==> src/rtl/fp_ret_collector.sv <==
// Completion collector for the three-FPU half cluster: packs up to six unit
// completions per cycle into a circular queue and presents the two oldest entries.
module fp_ret_collector #(
  parameter int DEPTH    = 16,
  parameter int STALL_TH = 8,
  localparam int PW = $clog2(DEPTH),
  localparam int CW = PW + 1
) (
  input  logic          clk,
  input  logic          rst,
  input  logic          flush,
  input  logic [13:0]   u1_ret,
  input  logic [13:0]   u2_ret,
  input  logic [13:0]   u3_ret,
  input  logic [13:0]   u4_ret,
  input  logic [13:0]   u5_ret,
  input  logic [13:0]   u6_ret,
  input  logic          u1_ret_en,
  input  logic          u2_ret_en,
  input  logic          u3_ret_en,
  input  logic          u4_ret_en,
  input  logic          u5_ret_en,
  input  logic          u6_ret_en,
  output logic [16:0]   out0_data,
  output logic          out0_vld,
  output logic [16:0]   out1_data,
  output logic          out1_vld,
  input  logic [1:0]    out_take,
  output logic          issue_stall,
  output logic          overflow,
  output logic [CW-1:0] count
);

  logic [16:0]   q [DEPTH];
  logic [PW-1:0] rd_ptr;
  logic [PW-1:0] wr_ptr;

  logic [13:0]   ret_vec [6];
  logic [5:0]    ret_en;

  logic [CW-1:0] take_c;
  logic [CW-1:0] count_mid;
  logic [CW-1:0] free_slots;
  logic [CW-1:0] accepted;
  logic          drop;
  logic [5:0]    wr_en;
  logic [PW-1:0] wr_idx [6];

  assign ret_vec[0] = u1_ret;
  assign ret_vec[1] = u2_ret;
  assign ret_vec[2] = u3_ret;
  assign ret_vec[3] = u4_ret;
  assign ret_vec[4] = u5_ret;
  assign ret_vec[5] = u6_ret;
  assign ret_en     = {u6_ret_en, u5_ret_en, u4_ret_en, u3_ret_en, u2_ret_en, u1_ret_en};

  // Pop first, then pack arrivals into whatever room the pop left.
  always_comb begin
    take_c     = (CW'(out_take) > count) ? count : CW'(out_take);
    count_mid  = count - take_c;
    free_slots = CW'(DEPTH) - count_mid;
    accepted   = '0;
    drop       = 1'b0;
    for (int i = 0; i < 6; i++) begin
      wr_en[i]  = 1'b0;
      wr_idx[i] = wr_ptr + accepted[PW-1:0];
      if (ret_en[i]) begin
        if (accepted < free_slots) begin
          wr_en[i] = 1'b1;
          accepted = accepted + CW'(1);
        end else begin
          drop = 1'b1;
        end
      end
    end
  end

  // Queue storage carries data only, so it is never reset.
  always_ff @(posedge clk) begin
    if (rst && !flush) begin
      for (int i = 0; i < 6; i++) begin
        if (wr_en[i]) q[wr_idx[i]] <= {3'(i), ret_vec[i]};
      end
    end
  end

  always_ff @(posedge clk) begin
    if (!rst) begin
      rd_ptr   <= '0;
      wr_ptr   <= '0;
      count    <= '0;
      overflow <= 1'b0;
    end else if (flush) begin
      rd_ptr   <= '0;
      wr_ptr   <= '0;
      count    <= '0;
    end else begin
      rd_ptr   <= rd_ptr + take_c[PW-1:0];
      wr_ptr   <= wr_ptr + accepted[PW-1:0];
      count    <= count_mid + accepted;
      overflow <= overflow | drop;
    end
  end

  always_ff @(posedge clk) begin
    if (rst && !flush) begin
      assert (CW'(out_take) <= count)
        else $error("fp_ret_collector: out_take %0d exceeds occupancy %0d", out_take, count);
    end
  end

  // Output view depends on registered state only; stale entries read as zero.
  assign out0_vld    = (count >= CW'(1));
  assign out1_vld    = (count >= CW'(2));
  assign out0_data   = out0_vld ? q[rd_ptr] : '0;
  assign out1_data   = out1_vld ? q[rd_ptr + PW'(1)] : '0;
  assign issue_stall = (CW'(DEPTH) - count) < CW'(STALL_TH);

endmodule

==> config.mk <==
export PLATFORM = sky130hd
export DESIGN_NAME = fp_ret_collector
export DESIGN_NICKNAME = d
export VERILOG_FILES = /design/src/rtl/fp_ret_collector.sv
export SDC_FILE = /design/constraint.sdc
export NUM_CORES = 2
export LEC_CHECK = 0
export ABC_AREA = 1
export BUFFER_PORTS_ARGS = -buffer_cell sky130_fd_sc_hd__clkbuf_2
export CAP_MARGIN = 10
export CORE_AREA = 2 2 250 252
export CTS_BUF_LIST = sky130_fd_sc_hd__clkbuf_16
export CTS_CLUSTER_DIAMETER = 120
export DETAILED_ROUTE_END_ITERATION = 6
export DIE_AREA = 0 0 252 254
export GPL_TIMING_DRIVEN = 0
export PLACE_DENSITY_LB_ADDON = 0.1
export SLEW_MARGIN = 20
export SYNTH_ARGS = -nofsm -noshare
export SYNTH_HDL_FRONTEND = slang
export SYNTH_SLANG_ARGS = --single-unit
==> constraint.sdc <==
create_clock -name clk -period 14.8 [get_ports clk]
set_clock_uncertainty 0.15 [all_clocks]
set_input_delay 1.48 -clock clk [delete_from_list [all_inputs] [get_ports clk]]
set_output_delay 1.48 -clock clk [all_outputs]
set_load 0.01 [all_outputs]
# [Word-level counts from Yosys, hierarchy flattened]
# Memories as Yosys holds them, arrays and structs flattened. A register that Yosys moved wholly into a read port is not among the register bits.
# Cells that the tools add are included.
# W data, S select, Z words.
[totals] register_bits=14 mem_bits_rw=272 inputBits=95 out_inout_bits=43 elab_cells=95 memories=1
[op_classes] n_addsub=17 order_cmp=10 mux=58 bitwise=2 reduce_logical=3
[mem_list] name="q" words=16 width=17 read_ports=2 rd_clocked_by_memory_dff=1 wr=6 line_no="34" text="logic [16:0] q [DEPTH];"
[ops] cell="$mux W5" n=11
[ops] cell="$mux W1" n=44
[ops] cell="$mux W17" n=2
[ops] cell="$add A4 B4 Y4" n=7
[ops] cell="$add A5 B1 Y5 const B" n=5
[ops] cell="$lt A5 B5 Y1" n=5
[ops] cell="$sub A5 B5 Y5 const A" n=2
[ops] cell="$add A5 B5 Y5" n=1
[ops] cell="$ge A5 B1 Y1 const B" n=1
[ops] cell="$ge A5 B2 Y1 const B" n=1
[ops] cell="$gt A2 B5 Y1" n=1
[ops] cell="$lt A1 B5 Y1 const A" n=1
[ops] cell="$lt A5 B4 Y1 const B" n=1
[ops] cell="$sub A5 B5 Y5" n=1
[ops] cell="$add A4 B1 Y4 const B" n=1
[ops] cell="$mux W4" n=1
[ops] cell="$reduce_or A2 Y1" n=1
[ops] cell="$logic_and A1 B1 Y1" n=1
[ops] cell="$logic_not A1 Y1" n=1
[ops] cell="$not A1 Y1" n=1
[ops] cell="$or A1 B1 Y1" n=1

# [Depth between registers and ports, before layout]
[logic_depth] ltp_word=25 ltp_mapped=62 depth_no_buf=62

# [Least setup slack after synthesis]
# OpenSTA, ideal clock, no wires.
[synth_timing] kind="input-to-reg" start="input out_take[1]" end="register count[4]" setup_ns=0.113 arrival_time_ns=9.510 required_ns=14.537 slack_ns=5.027 cell_stages=56 path_buffers=0 cell_sequence="ha_1 inv_1 nor2_1 o2111ai_1 nand2_1 o21ai_0 ha_1 inv_1 fa_1 inv_1 ha_1 a21oi_1 nor2_2 nor2_2 nand3_2 nand2_1 nand3_2 inv_2 [20 not listed] nand3_1 nand2_1 inv_1 ha_1 a21o_1 a221oi_1 nand3_4 xor2_1 ha_1 fa_1 nand2_1 nand2_1 a21oi_1 xor2_1 xnor2_1 inv_1 nor2_1 nor2_1"
[synth_between] elab_chain_len=23 word_cells_on_any_way=28 cone_classes="8 x add/sub; 7 x order compare; 13 x mux"
[synth_rtl] element="from (decl)" line_no="28" text="input logic [1:0] out_take,"
[synth_rtl] element="$gt A2 B5 Y1" line_no="59" text="take_c = (CW'(out_take) > count) ? count : CW'(out_take);"
[synth_rtl] element="$mux W5 (*)" line_no="59"
[synth_rtl] element="$sub A5 B5 Y5 (*)" line_no="60" text="count_mid = count - take_c;"
[synth_rtl] element="$sub A5 B5 Y5" line_no="61" text="free_slots = CW'(DEPTH) - count_mid;"
[synth_rtl] element="$lt A1 B5 Y1" line_no="68" text="if (accepted < free_slots) begin"
[synth_rtl] element="$mux W1" line_no="68"
[synth_rtl] element="$mux W1" line_no="67" text="if (ret_en[i]) begin"
[synth_rtl] element="$add A5 B1 Y5 / $lt A5 B5 Y1 (equally long branches)" line_no="70, 68"
[synth_rtl] element="[7 not listed]"
[synth_rtl] element="$mux W5" line_no="67"
[synth_rtl] element="$add A5 B1 Y5 / $lt A5 B5 Y1 (equally long branches)" line_no="70, 68"
[synth_rtl] element="$mux W5" line_no="68"
[synth_rtl] element="$mux W5" line_no="67"
[synth_rtl] element="$add A5 B1 Y5 / $lt A5 B5 Y1 (equally long branches)" line_no="70, 68"
[synth_rtl] element="$mux W5" line_no="68"
[synth_rtl] element="$mux W5" line_no="67"
[synth_rtl] element="$add A5 B5 Y5 (*)" line_no="100" text="count <= count_mid + accepted;"
[synth_rtl] element="to (signal assigned)" line_no="100"
[synth_rtl] element="to (decl)" line_no="31" text="output logic [CW-1:0] count"
# Mark *: on every way between the ends. The rest lies on a longest branch, timed or not.
# A chain may end at the register's enable or synchronous reset.

==> impl_summary.md <==
Final layout
The library cell used most frequently in the layout, excluding fill and tap cells, is nand2_1. The top cell types in the final layout, fill and taps aside, are nand2_1, o21ai_0, o211ai_1. The number of nets at the end of the flow is 4655. The synthesis-to-finish area growth is 9.31%. The sequential cell area in the final layout is 7970 sq um. The final standard cell utilization of the core is 50.0%.

The number of inserted filler cells in the final layout is 6364. The final instance area is 30600 sq um. The share of final-layout standard cells stronger than drive strength 1 is 8.10%. The finished layout holds 5330 standard cells, fillers aside.

The multi-input logic area is 17100 sq um.

Clock tree
The total CTS buffers is 28. After clock tree synthesis, the clock-pin slew on the worst setup and hold paths is 0.07 ns. The clock root buffer master is clkbuf_16.

The later pin in the worst-skew pair is clocked with a latency of 0.58 ns. The maximum count of clock buffers along a single path is 3. TritonCTS built the clock tree.

The count of H-tree levels built during CTS is 1. The number of hold buffers added after CTS was 0. The count of cells resized by post-cts repair is 0.

Post-CTS timing repair inserted 0 buffers for setup. The sink count of the clock tree is 286.

Critical path
For flop-to-flop paths, the worst setup slack is 3.91 ns. The critical register-to-register path startpoint is count[1]$_SDFF_PP0_. On the critical path, the stage with the largest delay is an instance of o21ai_0. The most prevalent standard cell on the critical path is inv_1.

STA puts the critical path data arrival time at 11.43 ns. The worst setup path startpoint is out_take[0]. The worst setup path is captured at a flip-flop. The largest stage delay on the critical path is 0.73 ns. The type of the worst setup path is input port to flip-flop. The maximum fanout along the worst path is 14. The worst setup path is launched from an input port.

The required time of the critical path is 14.85 ns.

Global routing
The total global routing overflow is 0. Across every metal layer, demand over resource in global routing totals 53.7%. The number of antenna violations at the first check in global routing is 12.

The wire length of the first global-routing pass is 242000 microns. The maximum number of pins on one net before global-route repair is 17. The number of global-route vias before repair is 31500.

Power and ir drop
The worst IR drop on VDD is 0.179 mV. The power density over the cells is 168 nW/um^2. The proportion of power drawn by combinational gates is 60.7%. The net switching share of the total power is 54.7%.

The power dissipated by switching net loads is 0.00281 W. Of the total power, registers draw 25.3%. The internal power is 0.00232 W.

The clock group share of total power is 14.0%. The static leakage is 12.3 nW.

STA
The pin slew with the least headroom to its limit is 1.16 ns. Adding up every negative setup slack in the final design gives 0 ns. Setup repair after global routing left no endpoint under its margin. The maximum clock frequency is 0.0879 GHz. The total count of hold-check failures in the final report came to 0. The post-route minimum period is 11.38 ns.

The number of slew-limit violations in the final report is 0. The worst max-slew margin expressed relative to the limit is 21.8%. The final critical path takes up 76.9% of the cycle. The total of endpoints with negative setup slack in the final report is 0.

Placed design
The last weighted congestion value of the routability-driven placer is 1.22. In this run the tool buffered the top-level ports with 137 buffer cells. The sum of net half-perimeters after detailed placement is 145000 microns. The placed instances occupy a cell area of 29700 sq um.

Including well taps, the total number of placed cells is 5271.

Hold path
In this run the most critical hold path is launched from q[4][16]$_SDFFE_PP1P_. The worst hold path belongs to the class flip-flop to flip-flop.

Die
The die covers 64000 sq um. The floorplan has 91 rows. For this design the top-level I/O count stands at 138. The core region is 61300 sq um. Measured along the x axis, the die boundary spans 252 microns. The initial core utilization is 45.7%. Measured along the y axis, the die boundary spans 254 microns.

Synthesis
Summing the sequential cell areas from Yosys gives 28.4% of the chip area. Yosys printed 0 warnings. The largest area contributor in the netlist is edfxtp_1. For this run, asynchronously set or reset flops after synthesis account for 0%.

Counting every net in the synthesized netlist gives 4487. The count of flip-flops with a built-in enable after synthesis is 224. The synthesized area is 28000 sq um. Among all flip-flop cells after synthesis, the most frequent one is edfxtp_1. After technology mapping, the gate count stands at 4343. Yosys attributes the largest share of cell area to edfxtp_1, nand2_1, o21ai_0. The synthesized area per cell is 6.45 sq um. Counting flops and latches in the post-synthesis netlist gives 286. The netlist uses 54 different library cells.

The share of synthesized area in the top cell type comes to 24.0%.

Routing
The routed via count divided by cell count is 6.87. The total vias in the final route is 36600. The number of design-rule violations left by the first detailed-router iteration is 7324. The sum of routed wire length over all layers is 179000 microns.

The number of nets with antenna violations after routing is 0. The average routed wire per standard cell is 33.5 microns. In the routed design, unresolved DRC markers number 26. The total iterations of the first detailed-routing run is 7.

Job
The tool flagged a number of max-cap violations equal to 0.

Outcome
The checks that failed: DRC. The flow ran to the end, but the final reports show violations.
==> cell families after synthesis <==
kind of cell	synth area share, %
AO/OA/AOI/OAI	36.4
AND/OR/NAND/NOR	21.4
buffers and inverters	10.6
flip-flops	28.4
adder cells (fa/ha/maj)	2.38
XOR/XNOR	0.679
other	0.0134
==> critical path: cells and delay by family <==
| family | cells | cell delay, ns |
|---|---|---|
| buf+inv | 12 | 1.05 |
| compound gates | 7 | 2.22 |
| simple gates | 23 | 3.77 |
| fa+ha+maj | 8 | 2.60 |
| xor+xnor | 1 | 0.23 |
==> path summary, 6_finish.rpt <==
kind / depth (start not counted) / to
worst min-delay path: 2 / q[4][16]$_SDFFE_PP1P_
worst min register to register: 2 / q[4][16]$_SDFFE_PP1P_
worst max register to register: 51 / q[10][3]$_DFFE_PP_
worst max-delay path: 51 / q[10][3]$_DFFE_PP_
==> power groups by stage <==
stage | Sequential [W] | Combinational (W) | Clock [W]
5_1_grt | 0.00129 | 0.00324 | 0.000738
3_5_place_dp | 0.00129 | 0.00289 | 0
6_report | 0.00130 | 0.00312 | 0.000717
3_3_place_gp | 0.00129 | 0.00286 | 0
4_1_cts | 0.00128 | 0.00291 | 0.000711
2_1_floorplan | 0.00119 | 0.00179 | 0
==> per-stage QoR <==
| stage | total power [W] | hold WS, ns | setup WS, ns |
|---|---|---|---|
| floorplan | 0.00298 | 0.276 | 5.03 |
| global placement | 0.00414 | 0.293 | 3.24 |
| detailed placement | 0.00419 | 0.295 | 3.06 |
| CTS | 0.00489 | 0.305 | 3.60 |
| global route | 0.00528 | 0.321 | 2.45 |
| finish | 0.00513 | 0.309 | 3.42 |
==> area by class of cell <==
| type | count | area share [%] |
|---|---|---|
| multi-input cells | 3334 | 55.8 |
| clock buffers | 29 | 2.37 |
| inverters | 301 | 3.69 |
| plain buffers | 422 | 6.04 |
| flip-flops and latches | 286 | 26.0 |
| clock inverters | 23 | 0.580 |
| repair buffers | 138 | 2.26 |
| diodes | 7 | 0.0572 |
| well taps | 790 | 3.23 |
==> cell usage after synthesis (10+ instances only) <==
cell           instances
o21ai_2               14
clkinv_1              17
xor2_1                14
inv_1                251
nand2_1             1091
dfxtp_1               62
clkbuf_1             320
ha_1                  42
buf_4                 17
o211ai_1             359
buf_2                 53
dlygate4sd3_1         10
a21oi_1              277
nand4_1               29
a221oi_1              48
o22ai_1               21
nor3_1                27
nor2_1               233
inv_2                 33
o21ai_1              199
nand3_1               56
a211oi_1              22
nor2_2                12
o221ai_1              15
edfxtp_1             224
buf_1                 10
o21ai_0              800
nand2_2               16
==> metal layers <==
layer	vias to the layer above	track usage, %	routed length (microns)	share of wire (%)
met2	3774	72.8	67400	38
met3	863	20.2	29900	17
met4	14	38.6	16800	9.4
met5	-	1.00	178	0.10
li1	15500	-	-	-
met1	16400	69.3	64500	36
==> state kept, by name, indices dropped and copies added (netlist names) <==
signal / cells
q: 272
rd_ptr: 4
wr_ptr: 4
overflow: 1
count: 5
No activity file was read; power rests on OpenSTA's default activity.
